===== config.mk =====
export PLATFORM = sky130hd
export DESIGN_NAME = chip_ring_sequencer
export DESIGN_NICKNAME = d
export VERILOG_FILES = /design/src/rtl/chip_ring_sequencer.sv
export SDC_FILE = /design/constraint.sdc
export NUM_CORES = 1
export LEC_CHECK = 0
export ABC_AREA = 1
export CAP_MARGIN = 30
export CORE_MARGIN = 2
export CORE_UTILIZATION = 25
export CTS_CLUSTER_DIAMETER = 150
export DETAILED_ROUTE_END_ITERATION = 8
export SLEW_MARGIN = 0
export SYNTH_ARGS = -nofsm -noshare
export SYNTH_HDL_FRONTEND = slang
export SYNTH_SLANG_ARGS = --single-unit

===== constraint.sdc =====
create_clock -name clk -period 2.73 [get_ports clk]
set_input_delay 0.819 -clock clk [delete_from_list [all_inputs] [get_ports clk]]
set_output_delay 0.819 -clock clk [all_outputs]
set_load 0.03 [all_outputs]

===== src/rtl/chip_ring_sequencer.sv =====
// ----------------------------------------------------------------------------
// chip_ring_sequencer
//
// Control-side sequencer for the ChIP ring reactors. On an accepted start it
// latches a ring mask, a per-phase dwell and a pump-stroke count. It then
// services every selected ring in ascending index order:
//   SETUP  (D cycles)    : inlet/outlet valves of the ring open, pump idle
//   PUMP   (3*N*D cycles): valves open, pump walks 110 -> 011 -> 101
//   CLOSE  (D cycles)    : valves closed, pump idle
//   FLUSH  (D cycles)    : flush valve open (only with CHIP_SEQ_FLUSH_EN)
// A one-cycle done pulse follows the last ring.
//
// Optional feature macro: CHIP_SEQ_FLUSH_EN
//   defined   -> FLUSH phase inserted after every CLOSE
//   undefined -> no FLUSH state; o_flush is tied 0
//
// Ports:
//   clk                 system clock
//   rst_n               asynchronous active-low reset
//   i_start             launch pulse, sampled only in IDLE
//   i_abort             synchronous abort, any state (outranks i_start)
//   i_ring_mask[SIZE]   rings to process, latched on accepted start
//   i_dwell[DWELL_W]    cycles per phase (0 behaves as 1)
//   i_strokes[CYC_W]    pump strokes per ring (0 behaves as 1)
//   o_busy              sequence in progress
//   o_done              one-cycle completion pulse
//   o_ctrl_ring_inlet   one-hot inlet valve drive
//   o_ctrl_ring_outlet  one-hot outlet valve drive
//   o_pump[3]           peristaltic valve pattern
//   o_flush             flush valve drive
//   o_cur_ring          index of the ring being serviced
// ----------------------------------------------------------------------------
module chip_ring_sequencer #(
    parameter int SIZE    = 8,
    parameter int DWELL_W = 16,
    parameter int CYC_W   = 8
) (
    input  logic                clk,
    input  logic                rst_n,
    input  logic                i_start,
    input  logic                i_abort,
    input  logic [SIZE-1:0]     i_ring_mask,
    input  logic [DWELL_W-1:0]  i_dwell,
    input  logic [CYC_W-1:0]    i_strokes,
    output logic                o_busy,
    output logic                o_done,
    output logic [SIZE-1:0]     o_ctrl_ring_inlet,
    output logic [SIZE-1:0]     o_ctrl_ring_outlet,
    output logic [2:0]          o_pump,
    output logic                o_flush,
    output logic [((SIZE > 1) ? $clog2(SIZE) : 1)-1:0] o_cur_ring
);

    localparam int RW = (SIZE > 1) ? $clog2(SIZE) : 1;

`ifdef CHIP_SEQ_FLUSH_EN
    typedef enum logic [2:0] {
        S_IDLE, S_SETUP, S_PUMP, S_CLOSE, S_FLUSH, S_DONE
    } state_t;
`else
    typedef enum logic [2:0] {
        S_IDLE, S_SETUP, S_PUMP, S_CLOSE, S_DONE
    } state_t;
`endif

    // Lowest set mask bit at or above 'from'; MSB of the result flags "found".
    function automatic logic [RW:0] f_find(input logic [SIZE-1:0] mask, input int from);
        logic [RW:0] res;
        res = '0;
        for (int i = SIZE - 1; i >= 0; i--) begin
            if (mask[i] && (i >= from)) begin
                res = {1'b1, RW'(i)};
            end
        end
        return res;
    endfunction

    state_t             r_state, w_state;
    logic [RW-1:0]      r_ring, w_ring;
    logic [SIZE-1:0]    r_mask, w_mask;
    logic [DWELL_W-1:0] r_dwell_m1, w_dwell_m1;
    logic [CYC_W-1:0]   r_strokes_m1, w_strokes_m1;
    logic [DWELL_W-1:0] r_dcnt, w_dcnt;
    logic [CYC_W-1:0]   r_scnt, w_scnt;
    logic [1:0]         r_phase, w_phase;

    logic               r_busy, w_busy;
    logic               r_done, w_done;
    logic [SIZE-1:0]    r_valve, w_valve;
    logic [2:0]         r_pump, w_pump;
    logic               r_flush, w_flush;
    logic [RW-1:0]      r_cur, w_cur;

    logic [RW:0]        w_first;
    logic [RW:0]        w_next;
    logic [DWELL_W-1:0] w_in_dwell_m1;
    logic [CYC_W-1:0]   w_in_strokes_m1;

    // Zero-valued dwell/stroke settings are stored as "minus one" = 0, so the
    // counters can load the value directly and count down to zero.
    assign w_in_dwell_m1   = (i_dwell == '0)   ? '0 : i_dwell - DWELL_W'(1);
    assign w_in_strokes_m1 = (i_strokes == '0) ? '0 : i_strokes - CYC_W'(1);

    assign w_first = f_find(i_ring_mask, 0);
    assign w_next  = f_find(r_mask, int'(r_ring) + 1);

    always_comb begin
        w_state      = r_state;
        w_ring       = r_ring;
        w_mask       = r_mask;
        w_dwell_m1   = r_dwell_m1;
        w_strokes_m1 = r_strokes_m1;
        w_dcnt       = r_dcnt;
        w_scnt       = r_scnt;
        w_phase      = r_phase;

        case (r_state)
            S_IDLE: begin
                if (i_start && !i_abort) begin
                    w_mask       = i_ring_mask;
                    w_dwell_m1   = w_in_dwell_m1;
                    w_strokes_m1 = w_in_strokes_m1;
                    w_dcnt       = w_in_dwell_m1;
                    w_ring       = w_first[RW-1:0];
                    w_state      = w_first[RW] ? S_SETUP : S_DONE;
                end
            end
            S_SETUP: begin
                if (r_dcnt == '0) begin
                    w_dcnt  = r_dwell_m1;
                    w_scnt  = r_strokes_m1;
                    w_phase = 2'd0;
                    w_state = S_PUMP;
                end else begin
                    w_dcnt = r_dcnt - DWELL_W'(1);
                end
            end
            S_PUMP: begin
                // Phase advances every D cycles; a stroke ends after phase 2.
                if (r_dcnt == '0) begin
                    w_dcnt = r_dwell_m1;
                    if (r_phase == 2'd2) begin
                        w_phase = 2'd0;
                        if (r_scnt == '0) begin
                            w_state = S_CLOSE;
                        end else begin
                            w_scnt = r_scnt - CYC_W'(1);
                        end
                    end else begin
                        w_phase = r_phase + 2'd1;
                    end
                end else begin
                    w_dcnt = r_dcnt - DWELL_W'(1);
                end
            end
            S_CLOSE: begin
                if (r_dcnt == '0) begin
`ifdef CHIP_SEQ_FLUSH_EN
                    w_dcnt  = r_dwell_m1;
                    w_state = S_FLUSH;
`else
                    if (w_next[RW]) begin
                        w_ring  = w_next[RW-1:0];
                        w_dcnt  = r_dwell_m1;
                        w_state = S_SETUP;
                    end else begin
                        w_state = S_DONE;
                    end
`endif
                end else begin
                    w_dcnt = r_dcnt - DWELL_W'(1);
                end
            end
`ifdef CHIP_SEQ_FLUSH_EN
            S_FLUSH: begin
                if (r_dcnt == '0) begin
                    if (w_next[RW]) begin
                        w_ring  = w_next[RW-1:0];
                        w_dcnt  = r_dwell_m1;
                        w_state = S_SETUP;
                    end else begin
                        w_state = S_DONE;
                    end
                end else begin
                    w_dcnt = r_dcnt - DWELL_W'(1);
                end
            end
`endif
            S_DONE: begin
                w_state = S_IDLE;
            end
            default: begin
                w_state = S_IDLE;
            end
        endcase

        if (i_abort) begin
            w_state = S_IDLE;
        end
    end

    // Outputs are decoded from the next state so the registered copies line
    // up with the state they describe (SETUP visible the cycle after start).
    always_comb begin
        w_busy  = 1'b0;
        w_done  = 1'b0;
        w_valve = '0;
        w_pump  = 3'b000;
        w_flush = 1'b0;
        w_cur   = '0;

        case (w_state)
            S_SETUP: begin
                w_busy  = 1'b1;
                w_valve = SIZE'(1) << w_ring;
                w_cur   = w_ring;
            end
            S_PUMP: begin
                w_busy  = 1'b1;
                w_valve = SIZE'(1) << w_ring;
                w_cur   = w_ring;
                case (w_phase)
                    2'd0:    w_pump = 3'b110;
                    2'd1:    w_pump = 3'b011;
                    2'd2:    w_pump = 3'b101;
                    default: w_pump = 3'b000;
                endcase
            end
            S_CLOSE: begin
                w_busy = 1'b1;
                w_cur  = w_ring;
            end
`ifdef CHIP_SEQ_FLUSH_EN
            S_FLUSH: begin
                w_busy  = 1'b1;
                w_flush = 1'b1;
                w_cur   = w_ring;
            end
`endif
            S_DONE: begin
                w_done = 1'b1;
            end
            default: begin
                w_busy = 1'b0;
            end
        endcase
    end

    always_ff @(posedge clk or negedge rst_n) begin
        if (!rst_n) begin
            r_state      <= S_IDLE;
            r_ring       <= '0;
            r_mask       <= '0;
            r_dwell_m1   <= '0;
            r_strokes_m1 <= '0;
            r_dcnt       <= '0;
            r_scnt       <= '0;
            r_phase      <= 2'd0;
            r_busy       <= 1'b0;
            r_done       <= 1'b0;
            r_valve      <= '0;
            r_pump       <= 3'b000;
            r_flush      <= 1'b0;
            r_cur        <= '0;
        end else begin
            r_state      <= w_state;
            r_ring       <= w_ring;
            r_mask       <= w_mask;
            r_dwell_m1   <= w_dwell_m1;
            r_strokes_m1 <= w_strokes_m1;
            r_dcnt       <= w_dcnt;
            r_scnt       <= w_scnt;
            r_phase      <= w_phase;
            r_busy       <= w_busy;
            r_done       <= w_done;
            r_valve      <= w_valve;
            r_pump       <= w_pump;
            r_flush      <= w_flush;
            r_cur        <= w_cur;
        end
    end

    // Inlet and outlet share one register, so they can never disagree.
    assign o_busy             = r_busy;
    assign o_done             = r_done;
    assign o_ctrl_ring_inlet  = r_valve;
    assign o_ctrl_ring_outlet = r_valve;
    assign o_pump             = r_pump;
    assign o_flush            = r_flush;
    assign o_cur_ring         = r_cur;

endmodule


==> results of run 1 <==
==> through the flow <==
stage               util [%]  hold slack (ns)  TNS [ns]  worst slack (ns)  total power, mW
CTS                     32.2            0.479         0             0.295             3.59
floorplan                  -            0.444         0             0.421             2.14
detailed placement      30.8            0.466   -0.0758           -0.0245             2.44
finish                  32.2            0.464         0             0.299             3.55
global route            32.2            0.506         0            0.0900             3.80
global placement        30.8            0.463         0           0.00586             2.43
==> state kept, by name (all words and copies together) (netlist names) <==
| name | flops |
|---|---|
| o_done | 1 |
| r_dwell_m1 | 16 |
| r_strokes_m1 | 8 |
| r_mask | 8 |
| o_cur_ring | 3 |
| o_ctrl_ring_inlet | 8 |
| r_state | 3 |
| o_busy | 1 |
| r_phase | 2 |
| r_scnt | 8 |
| r_dcnt | 16 |
| r_ring | 3 |
| o_pump | 3 |
==> where the power goes <==
group,switching (mW),leakage [nW],internal (mW)
registers,0.120,1.02,1.36
logic,0.578,1.84,0.358
clock network,0.491,0.128,0.637
==> cells in the final DEF (no fill, tap or decap), types with 3 or more instances in the layout <==
cell | netlist | final
o31ai_1 | 3 | 3
a22oi_1 | 3 | 3
inv_1 | 97 | 97
nor2_2 | 11 | 11
buf_4 | 9 | 29
nand2_2 | 7 | 7
nor2_1 | 76 | 76
o211ai_1 | 11 | 11
nand4_1 | 9 | 9
ha_1 | 8 | 8
nand2_1 | 160 | 160
clkbuf_16 | 0 | 9
nor3_1 | 13 | 13
o22ai_1 | 7 | 7
o21ai_2 | 5 | 5
a21oi_1 | 21 | 21
dfrtp_1 | 80 | 80
o21ai_0 | 62 | 62
clkdlybuf4s50_1 | 0 | 58
o21ai_1 | 10 | 10
xor2_1 | 15 | 15
xnor2_1 | 4 | 4
nand3_1 | 47 | 47
clkinvlp_4 | 0 | 3
==> routing by layer <==
metal  GRT usage, %  share of wire (%)  vias up
met5              0                  0        -
met4           4.50                1.8        0
met3           2.11                4.1       16
met2           19.4                 44      100
met1           17.4                 50     2032
li1               -                  -     2385
==> cell usage after synthesis, types with 4 or more instances <==
cell type and n:
nand3_1 47, xor2_1 15, nand2_2 7, nand2_1 160, o211ai_1 11, nor2_1 76, nor2_2 11, inv_1 97
clkbuf_1 9, dfrtp_1 80, buf_4 9, a21oi_1 21, o22ai_1 7, nand4_1 9, o21ai_0 62, o21ai_1 10
o21ai_2 5, nor3_1 13, xnor2_1 4, ha_1 8
==> logic make-up (layout without fill, tap and decap cells) <==
kind of cell             Yosys count  in the layout
XOR/XNOR                          19             19
buffers and inverters            122            206
flip-flops                        80             80
AND/OR/NAND/NOR                  331            331
adder cells (fa/ha/maj)            8              8
other                              1              1
AO/OA/AOI/OAI                    130            130
==> worst min-delay path by stage <==
stage                           to  slack (ns)
CTS                      o_pump[2]        0.48
global placement    r_dwell_m1[12]        0.46
finish                   o_pump[2]        0.46
detailed placement  r_dwell_m1[12]        0.47
global route             o_pump[2]        0.51
floorplan           r_dwell_m1[14]        0.44
==> final cells by class <==
type,count,share of cell area (%)
multi-input cells,489,39.0
clock inverters,5,0.519
inverters,101,6.08
flip-flops and latches,80,31.9
clock buffers,11,3.87
repair buffers,89,13.4
well taps,265,5.29
==> flow_metrics.env, run 1 <==
export IMPL_place_gp_congestion=0.832
export IMPL_critPathLaunchType="register"
export IMPL_global_route_usage_total_pct=12.5
export IMPL_muxShareOfSynthArea_pct=0
export IMPL_worst_slew_pin_transition_ns=0.549
export IMPL_worst_path_dominant_cell_family="simple AND/OR/NAND/NOR gates"
export IMPL_die_height_um=145
export IMPL_path_buf_inv=3
export IMPL_max_freq_mhz=411
export IMPL_final_cells=1040
export IMPL_main_combinational_cell_family_by_area_after_synthesis="simple AND/OR/NAND/NOR gates"
export IMPL_fillers=2093
export IMPL_drt_initial_drc_count=338
export IMPL_rr_startpoint="r_dcnt[0]"
export IMPL_synth_distinct_cells=40
export IMPL_number_of_endpoints_failing_setup_at_the_final_stage=0
export IMPL_fin_skew_ns=0.00717
export IMPL_ctsHoldBuffers=0
export IMPL_yosys_top_cells_area="dfrtp_1 (40%), nand2_1 (12%), inv_1 (7.3%), o21ai_0 (6.3%), nor2_1 (5.8%)"
export IMPL_max_clock_path_buffers=2
export IMPL_layout_cell_share_with_drive_strength_beyond_1_pct=10.1
export IMPL_post_cts_resized=0
export IMPL_peakVddDrop_uv=260
export IMPL_number_of_synthesized_flops_with_an_enable_pin=0
export IMPL_timing_critical_path_to_type="register"
export IMPL_cp_arrival_ns=2.67
export IMPL_crit_slowest_cell="dfrtp_1"
export IMPL_crit_cells=13
export IMPL_crit_path_start="r_dcnt[0]"
export IMPL_ys_seq_elements=80
export IMPL_criticalPathCategory="register to register"
export IMPL_postSynthNetCount=735
export IMPL_io_pin_count=61
export IMPL_reg2reg_setup_slack_ns=0.30
export IMPL_power_per_cell_area_nw_per_um2=566
export IMPL_synth_adder_area_share_pct=2.02
export IMPL_worst_r2r_cell_count=13
export IMPL_cts_root_buf="clkbuf_16"
export IMPL_post_synthesis_cells=691
export IMPL_dp_cells=1024
export IMPL_crit_required_ns=2.97
export IMPL_synth_top_area_cell="dfrtp_1"
export IMPL_seqCellArea_um2=2000
export IMPL_yosysWarnings=0
export IMPL_cts_clk_slew_worst_paths_ns=0.06
export IMPL_detail_route_wirelength_um=12100
export IMPL_worst_hold_path_type="input port to async pin"
export IMPL_multiInputGateArea_um2=2440
export IMPL_globalRouteOverflowTotal=0
export IMPL_max_cap_violations=0
export IMPL_power_leakage_nw=2.98
export IMPL_critical_path_max_stage_delay_ns=0.40
export IMPL_final_period_utilization_pct=89.0
export IMPL_die_width_um=145
export IMPL_io_buffers=59
export IMPL_fp_dieArea_um2=21000
export IMPL_drt_antenna_violating_nets=0
export IMPL_diodes=0
export IMPL_initial_core_util_pct=25.5
export IMPL_finalHoldViolCount=0
export IMPL_vias_in_the_first_global_route=4276
export IMPL_crit_path_end="o_pump[0]"
export IMPL_maximum_number_of_pins_on_one_net_before_global_route_repair=42
export IMPL_run_status="complete, no violations"
export IMPL_final_design_area_no_fill_um2=6270
export IMPL_htreeDepth=3
export IMPL_synth_area_um2=4960
export IMPL_post_synthesis_share_of_cell_area_spent_on_xor_and_xnor_gates_pct=3.36
export IMPL_min_period_ns=2.43
export IMPL_yosysTopAreaCellShare_pct=40.4
export IMPL_global_route_wire_length_before_repair_um=20800
export IMPL_nNetsFinal=814
export IMPL_dpl_hpwl_um=9180
export IMPL_clk_insertion_delay_late_ns=0.35
export IMPL_async_flop_share_pct=100
export IMPL_timing_critical_path_cells="inv_1, ha_1, inv_1, nor2_4, nand2_1, nor2_2, nand2_1, nor2_2, nand2_1, a21boi_0, ha_1, inv_1, nor2_1"
export IMPL_fraction_of_the_mapped_netlist_area_in_compound_gates_pct=15.0
export IMPL_finalMaxSlewViolations=0
export IMPL_areaGrowthSynthToFinish_pct=26.6
export IMPL_via_count=4533
export IMPL_antenna_found_initial=0
export IMPL_slew_headroom_pct=63.4
export IMPL_rows=51
export IMPL_post_route_drc=0
export IMPL_detail_route_first_pass_iterations=5
export IMPL_cts_sinks=80
export IMPL_tritoncts_num_buffers=9
export IMPL_wl_per_cell_um=11.6
export IMPL_worst_path_max_fanout=4
export IMPL_synth_flop_cell="dfrtp_1"
export IMPL_placed_cell_area_um2=6000
export IMPL_synth_simple_gate_area_share_pct=28.8
export IMPL_syn_mean_instance_area_um2=7.17
export IMPL_drt_vias_per_instance=4.36
export IMPL_design_core_area_um2=19500
export IMPL_setup_repair_after_global_routing_missed_its_margin="false"
export IMPL_clock_tree_from_tritoncts="yes"
export IMPL_ys_seq_area_share_pct=40.4
export IMPL_postCtsSetupBuffers=0
export IMPL_critical_path_reg2reg_endpoint="o_pump[0]"
No activity file was read; power rests on OpenSTA's default activity.
==> inputs of run 2 (changes only) <==
--- a/config.mk
+++ b/config.mk
@@ -11,6 +11,7 @@
 export CORE_UTILIZATION = 25
 export CTS_CLUSTER_DIAMETER = 150
 export DETAILED_ROUTE_END_ITERATION = 8
+export SETUP_SLACK_MARGIN = 0.4
 export SLEW_MARGIN = 0
 export SYNTH_ARGS = -nofsm -noshare
 export SYNTH_HDL_FRONTEND = slang
==> constraint.sdc (replaced) <==
create_clock -name clk -period 2.73 [get_ports clk]
set_input_delay 0.546 -clock clk [delete_from_list [all_inputs] [get_ports clk]]
set_output_delay 0.546 -clock clk [all_outputs]
set_load 0.03 [all_outputs]
==> run 2 against run 1 <==
  * Utilization grew 0.33 points
  * Highest routed layer unchanged
  * Critical path depth shrank 3
  * Clock power grew 15%
==> flow_metrics.env, run 2 (same netlist as run 1, synthesis figures left out) <==
export IMPL_fp_dieArea_um2=21000
export IMPL_power_per_cell_area_nw_per_um2=591
export IMPL_power_leakage_nw=3.00
export IMPL_die_height_um=145
export IMPL_drt_antenna_violating_nets=0
export IMPL_maximum_number_of_pins_on_one_net_before_global_route_repair=32
export IMPL_wl_per_cell_um=11.9
export IMPL_globalRouteOverflowTotal=0
export IMPL_max_cap_violations=0
export IMPL_final_period_utilization_pct=81.3
export IMPL_critical_path_max_stage_delay_ns=0.44
export IMPL_max_clock_path_buffers=2
export IMPL_global_route_wire_length_before_repair_um=20800
export IMPL_worst_r2r_cell_count=12
export IMPL_cp_arrival_ns=2.44
export IMPL_worst_path_max_fanout=4
export IMPL_place_gp_congestion=0.836
export IMPL_top_regs="r_dcnt (16), r_dwell_m1 (16)"
export IMPL_setup_total_negative_slack_ns=0
export IMPL_worst_path_dominant_cell_family="compound AO/OA/AOI/OAI gates"
export IMPL_path_buf_inv=2
export IMPL_fillers=2084
export IMPL_fin_skew_ns=0.00613
export IMPL_io_pin_count=61
export IMPL_detail_route_wirelength_um=12300
export IMPL_via_count=4609
export IMPL_antenna_found_initial=0
export IMPL_layout_commonest_cell="nand2_1"
export IMPL_leading_cell_types_in_the_layout_fill_and_taps_excluded="nand2_1 (158), inv_1 (96), dfrtp_1 (79), nor2_1 (76), o21ai_0 (60)"
export IMPL_max_freq_mhz=450
export IMPL_areaGrowthSynthToFinish_pct=27.9
export IMPL_nNetsFinal=809
export IMPL_seqCellArea_um2=2000
export IMPL_dpl_hpwl_um=9070
export IMPL_layout_cell_share_with_drive_strength_beyond_1_pct=10.9
export IMPL_tritoncts_num_buffers=9
export IMPL_cts_root_buf="clkbuf_16"
export IMPL_peakVddDrop_uv=257
export IMPL_drt_initial_drc_count=273
export IMPL_timing_critical_path_cells="clkdlybuf4s50_1, inv_1, ha_1, nand3_1, nor2_1, nand4_1, o21ai_0, o31ai_1, o211ai_1, o21ai_1"
export IMPL_io_buffers=59
export IMPL_crit_required_ns=2.95
export IMPL_cts_clk_slew_worst_paths_ns=0.06
export IMPL_slew_headroom_pct=65.7
export IMPL_vias_in_the_first_global_route=4403
export IMPL_finalMaxSlewViolations=0
export IMPL_cts_sinks=80
export IMPL_clk_insertion_delay_late_ns=0.34
export IMPL_min_period_ns=2.22
export IMPL_critical_path_reg2reg_endpoint="o_pump[0]"
export IMPL_global_route_usage_total_pct=12.4
export IMPL_htreeDepth=3
export IMPL_number_of_endpoints_failing_setup_at_the_final_stage=0
export IMPL_die_width_um=145
export IMPL_setup_repair_after_global_routing_missed_its_margin="true"
export IMPL_worst_hold_path_type="input port to async pin"
export IMPL_reg2reg_setup_slack_ns=0.56
export IMPL_initial_core_util_pct=25.5
export IMPL_multiInputGateArea_um2=2510
export IMPL_design_core_area_um2=19500
export IMPL_criticalPathCategory="input port to register"
export IMPL_finalHoldViolCount=0
export IMPL_rows=51
export IMPL_rr_startpoint="r_dcnt[0]"
export IMPL_final_util_pct=32.6
export IMPL_worst_slew_pin_transition_ns=0.513
export IMPL_detail_route_first_pass_iterations=5
export IMPL_drt_vias_per_instance=4.45
export IMPL_clock_tree_from_tritoncts="yes"
export IMPL_diodes=0
export IMPL_crit_slowest_cell="clkdlybuf4s50_1"
export IMPL_post_route_drc=0
export IMPL_critPathLaunchType="input port"
export IMPL_timing_critical_path_to_type="register"
export IMPL_run_status="complete, no violations"
==> run 2: cell types whose count changed in the layout (fill, tap and decap cells not counted), moves of 3 or more <==
cell | before | now
nor3_1 | 13 | 10
nor2_2 | 11 | 8
nor3_2 | 0 | 3
buf_4 | 29 | 25
nor2_4 | 2 | 5
==> run 2: layout make-up <==
type	count	area share [%]
Clock buffer	11	3.83
Clock inverter	5	1.26
Inverter	101	6.06
Multi-Input combinational cell	489	39.6
Sequential cell	80	31.6
Tap cell	265	5.23
Timing Repair Buffer	84	12.4
==> run 2: worst max path at each step <==
stage / startpoint / endpoint / cells after the start
final: i_dwell[0] / r_dcnt[14] / 10
after detailed placement: i_dwell[0] / r_dcnt[13] / 12
after CTS: r_dcnt[0] / o_ctrl_ring_inlet[0] / 16
after global routing: i_dwell[0] / r_dcnt[14] / 9
after global placement: i_dwell[2] / r_dcnt[15] / 12
after floorplan: r_dcnt[0] / o_pump[0] / 13
==> run 2: metal layers <==
metal	share of wire (%)	GRT usage, %	vias up
li1	-	-	2368
met1	50	17.0	2127
met2	45	19.7	104
met3	4.2	2.40	10
met4	1.3	4.14	0
met5	0	0	-
==> run 2: stage by stage <==
step           hold WS (ns)  instance area, um^2  std cells  power (mW)  setup WS (ns)
4_1_cts               0.150                 6200       1025        3.76          0.401
5_1_grt               0.159                 6340       1035        4.00          0.353
3_3_place_gp          0.465                 5860       1008        2.42          0.204
6_report              0.137                 6340       1035        3.75          0.509
2_1_floorplan         0.250                 4960        691        2.14          0.678
3_5_place_dp          0.468                 5860       1008        2.42          0.142
==> run 2: what timing repair did <==
| action | in CTS | in global routing |
|---|---|---|
| resized for setup | 2 | 18 |
| pin swaps | 1 | 5 |
| endpoints found under the setup margin | 14 | 31 |
| buffers inserted | 1 | 10 |
| hold buffers | 0 | 0 |
==> run 2: power by group <==
part	internal (mW)	switching, mW
Clock	0.824	0.479
Sequential	1.36	0.124
Combinational	0.363	0.592
==> patch (flow settings as in run 1) <==
Build with the macro `CHIP_SEQ_FLUSH_EN` defined.
--- a/src/rtl/chip_ring_sequencer.sv
+++ b/src/rtl/chip_ring_sequencer.sv
@@ -30,6 +30,8 @@
 //   o_flush             flush valve drive
 //   o_cur_ring          index of the ring being serviced
 // ----------------------------------------------------------------------------
+`define CHIP_SEQ_FLUSH_EN
+
 module chip_ring_sequencer #(
     parameter int SIZE    = 8,
     parameter int DWELL_W = 16,
Function: changed (Yosys sat finds a counterexample within 10 cycles, from zero or initial values and one cycle with rst_n low).
==> patch against run 1 <==
  * Routed wire length grew 4.5%
  * Final area up 1.8%
  * Sequential cell count up 1
  * Synthesized area up 2.2%
  * Total power rose by 0.52%
  * Worst setup slack worse by 60 ps
  * Hold slack worse by 23 ps
  * Count of clock-buffer cells in the layout shrank 2
  * Via count is 0.75% higher
==> patch: results (changes against run 1) <==
power_and_ir_drop:
  p_leak_nw: 3.06  # +2.5%
  p_switching_w: 0.00120  # +1.1%
  ir_worst_vdd_uv: 274  # +5.6%
route:
  vias: 4567  # +0.75%
  routedWlPerCell_um: 12.2  # +4.8%
  drt_iter0_drc: 281  # -17%
yosys:
  async_flop_share_pct: 100  # unchanged
  ys_top_cells_by_count: "nand2_1, inv_1, dfrtp_1"
  synthTopCellsByArea: "dfrtp_1, nand2_1, inv_1, nor2_1, o21ai_0"
  ys_warn_count: 0  # unchanged
  yosys.cell_types.count: 42  # +5.0%
  synth_fp_nets: 731  # -0.54%
  yosysSeqAreaShare_pct: 40.0  # -0.39 points
timing:
  worstMarginPinSlew_ps: 529  # -20.5 ps
  clock_skew_ps: 7.89  # +0.720 ps
  holdWs_ps: 441  # -23.2 ps
layout:
  layout-drive-gt1-share_pct: 13.9  # +3.9 points
  fillers: 2220  # +6.1%
  fin_nets: 809  # -0.61%
placed_design:
  io_buffers: 60  # +1.7%
  dpl_cell_area_mm2: 0.00611  # +1.9%
  globalplace.congestion: 0.828  # -0.46%
  hpwl_um: 9560  # +4.1%
global_route:
  grt_pass1_vias: 4365  # +2.1%
  grt_max_degree: 38  # -9.5%
  grt_pass1_wl_um: 21500  # +3.5%
  grt.total_usage_pct: 12.5  # about the same
cts:
  clockRootBuffer: "clkbuf_16"
  postCtsSetupBuffers: 0  # unchanged
setup_path:
  rrSetupSlack_ps: 240  # -60 ps
  r2r_cells: 14  # +1
  crit_arrival_ps: 2730  # +60 ps
status:
  status: "finished, final reports clean"
-- patch: metrics by stage --
step / total power (W) / TNS [ps] / setup WS, ps / std cells
after detailed placement: 0.00246 / -131 / -54.4 / 1022
after global routing: 0.00382 / 0 / 3.21 / 1038
after floorplan: 0.00215 / 0 / 420 / 685
after CTS: 0.00360 / 0 / 207 / 1038
after global placement: 0.00244 / -3.20 / -3.20 / 1022
final: 0.00357 / 0 / 240 / 1038
-- patch: worst max-delay path: stages, from the launching register on --
cell and delay (ps):
dfrtp_1 360, inv_1 130, ha_1 240, nand3_2 160, nor2_4 180, nand3_1 140
nor2_1 180, nand2_2 80, nor2_1 150, xor2_1 80, nor2_1 230, inv_1 80
ha_1 290, inv_1 50, nor2_1 40
-- patch: worst max-delay path by stage --
| stage | startpoint | end | slack, ps | depth (start not counted) |
|---|---|---|---|---|
| 6_report | r_dcnt[0] | o_pump[0] | 240 | 14 |
| 3_5_place_dp | i_dwell[0] | r_dcnt[14] | -50 | 12 |
| 4_1_cts | r_dcnt[0] | o_pump[0] | 210 | 14 |
| 2_1_floorplan | i_dwell[0] | r_dcnt[3] | 420 | 11 |
| 3_3_place_gp | i_dwell[0] | r_dcnt[12] | -3 | 13 |
| 5_1_grt | r_dcnt[0] | o_pump[0] | 3 | 14 |
-- patch: power by group through the flow --
| stage | logic [W] | clock network (W) | registers [W] |
|---|---|---|---|
| floorplan | 0.000637 | 0 | 0.00152 |
| global route | 0.00106 | 0.00122 | 0.00154 |
| global placement | 0.000910 | 0 | 0.00153 |
| CTS | 0.000926 | 0.00116 | 0.00152 |
| detailed placement | 0.000920 | 0 | 0.00154 |
| finish | 0.000919 | 0.00113 | 0.00152 |
-- patch: per-layer routing --
metal  vias up  routed length, um  track usage, %
li1       2361                  -               -
met1      2078               6230            17.0
met2       119               5620            19.7
met3         9                671            3.00
met4         0                143            3.64
met5         -                  0               0
-- patch: layout make-up --
class / instances / area (um2) / area share [%]
sequential: 81 / 2030 / 31.8
tap: 270 / 338 / 5.29
clock buffer: 9 / 225 / 3.53
multi-input combinational: 479 / 2520 / 39.5
timing repair buffer: 87 / 826 / 12.9
inverter: 105 / 399 / 6.25
clock inverter: 7 / 47.5 / 0.745
-- patch: kinds of logic after synthesis --
logic type	count (synthesis)	synth area share (%)
compound gates	119	13.5
xor+xnor	15	2.59
fa+ha+maj	10	2.47
buf+inv	125	10.2
flops	81	40.0
simple gates	335	31.2
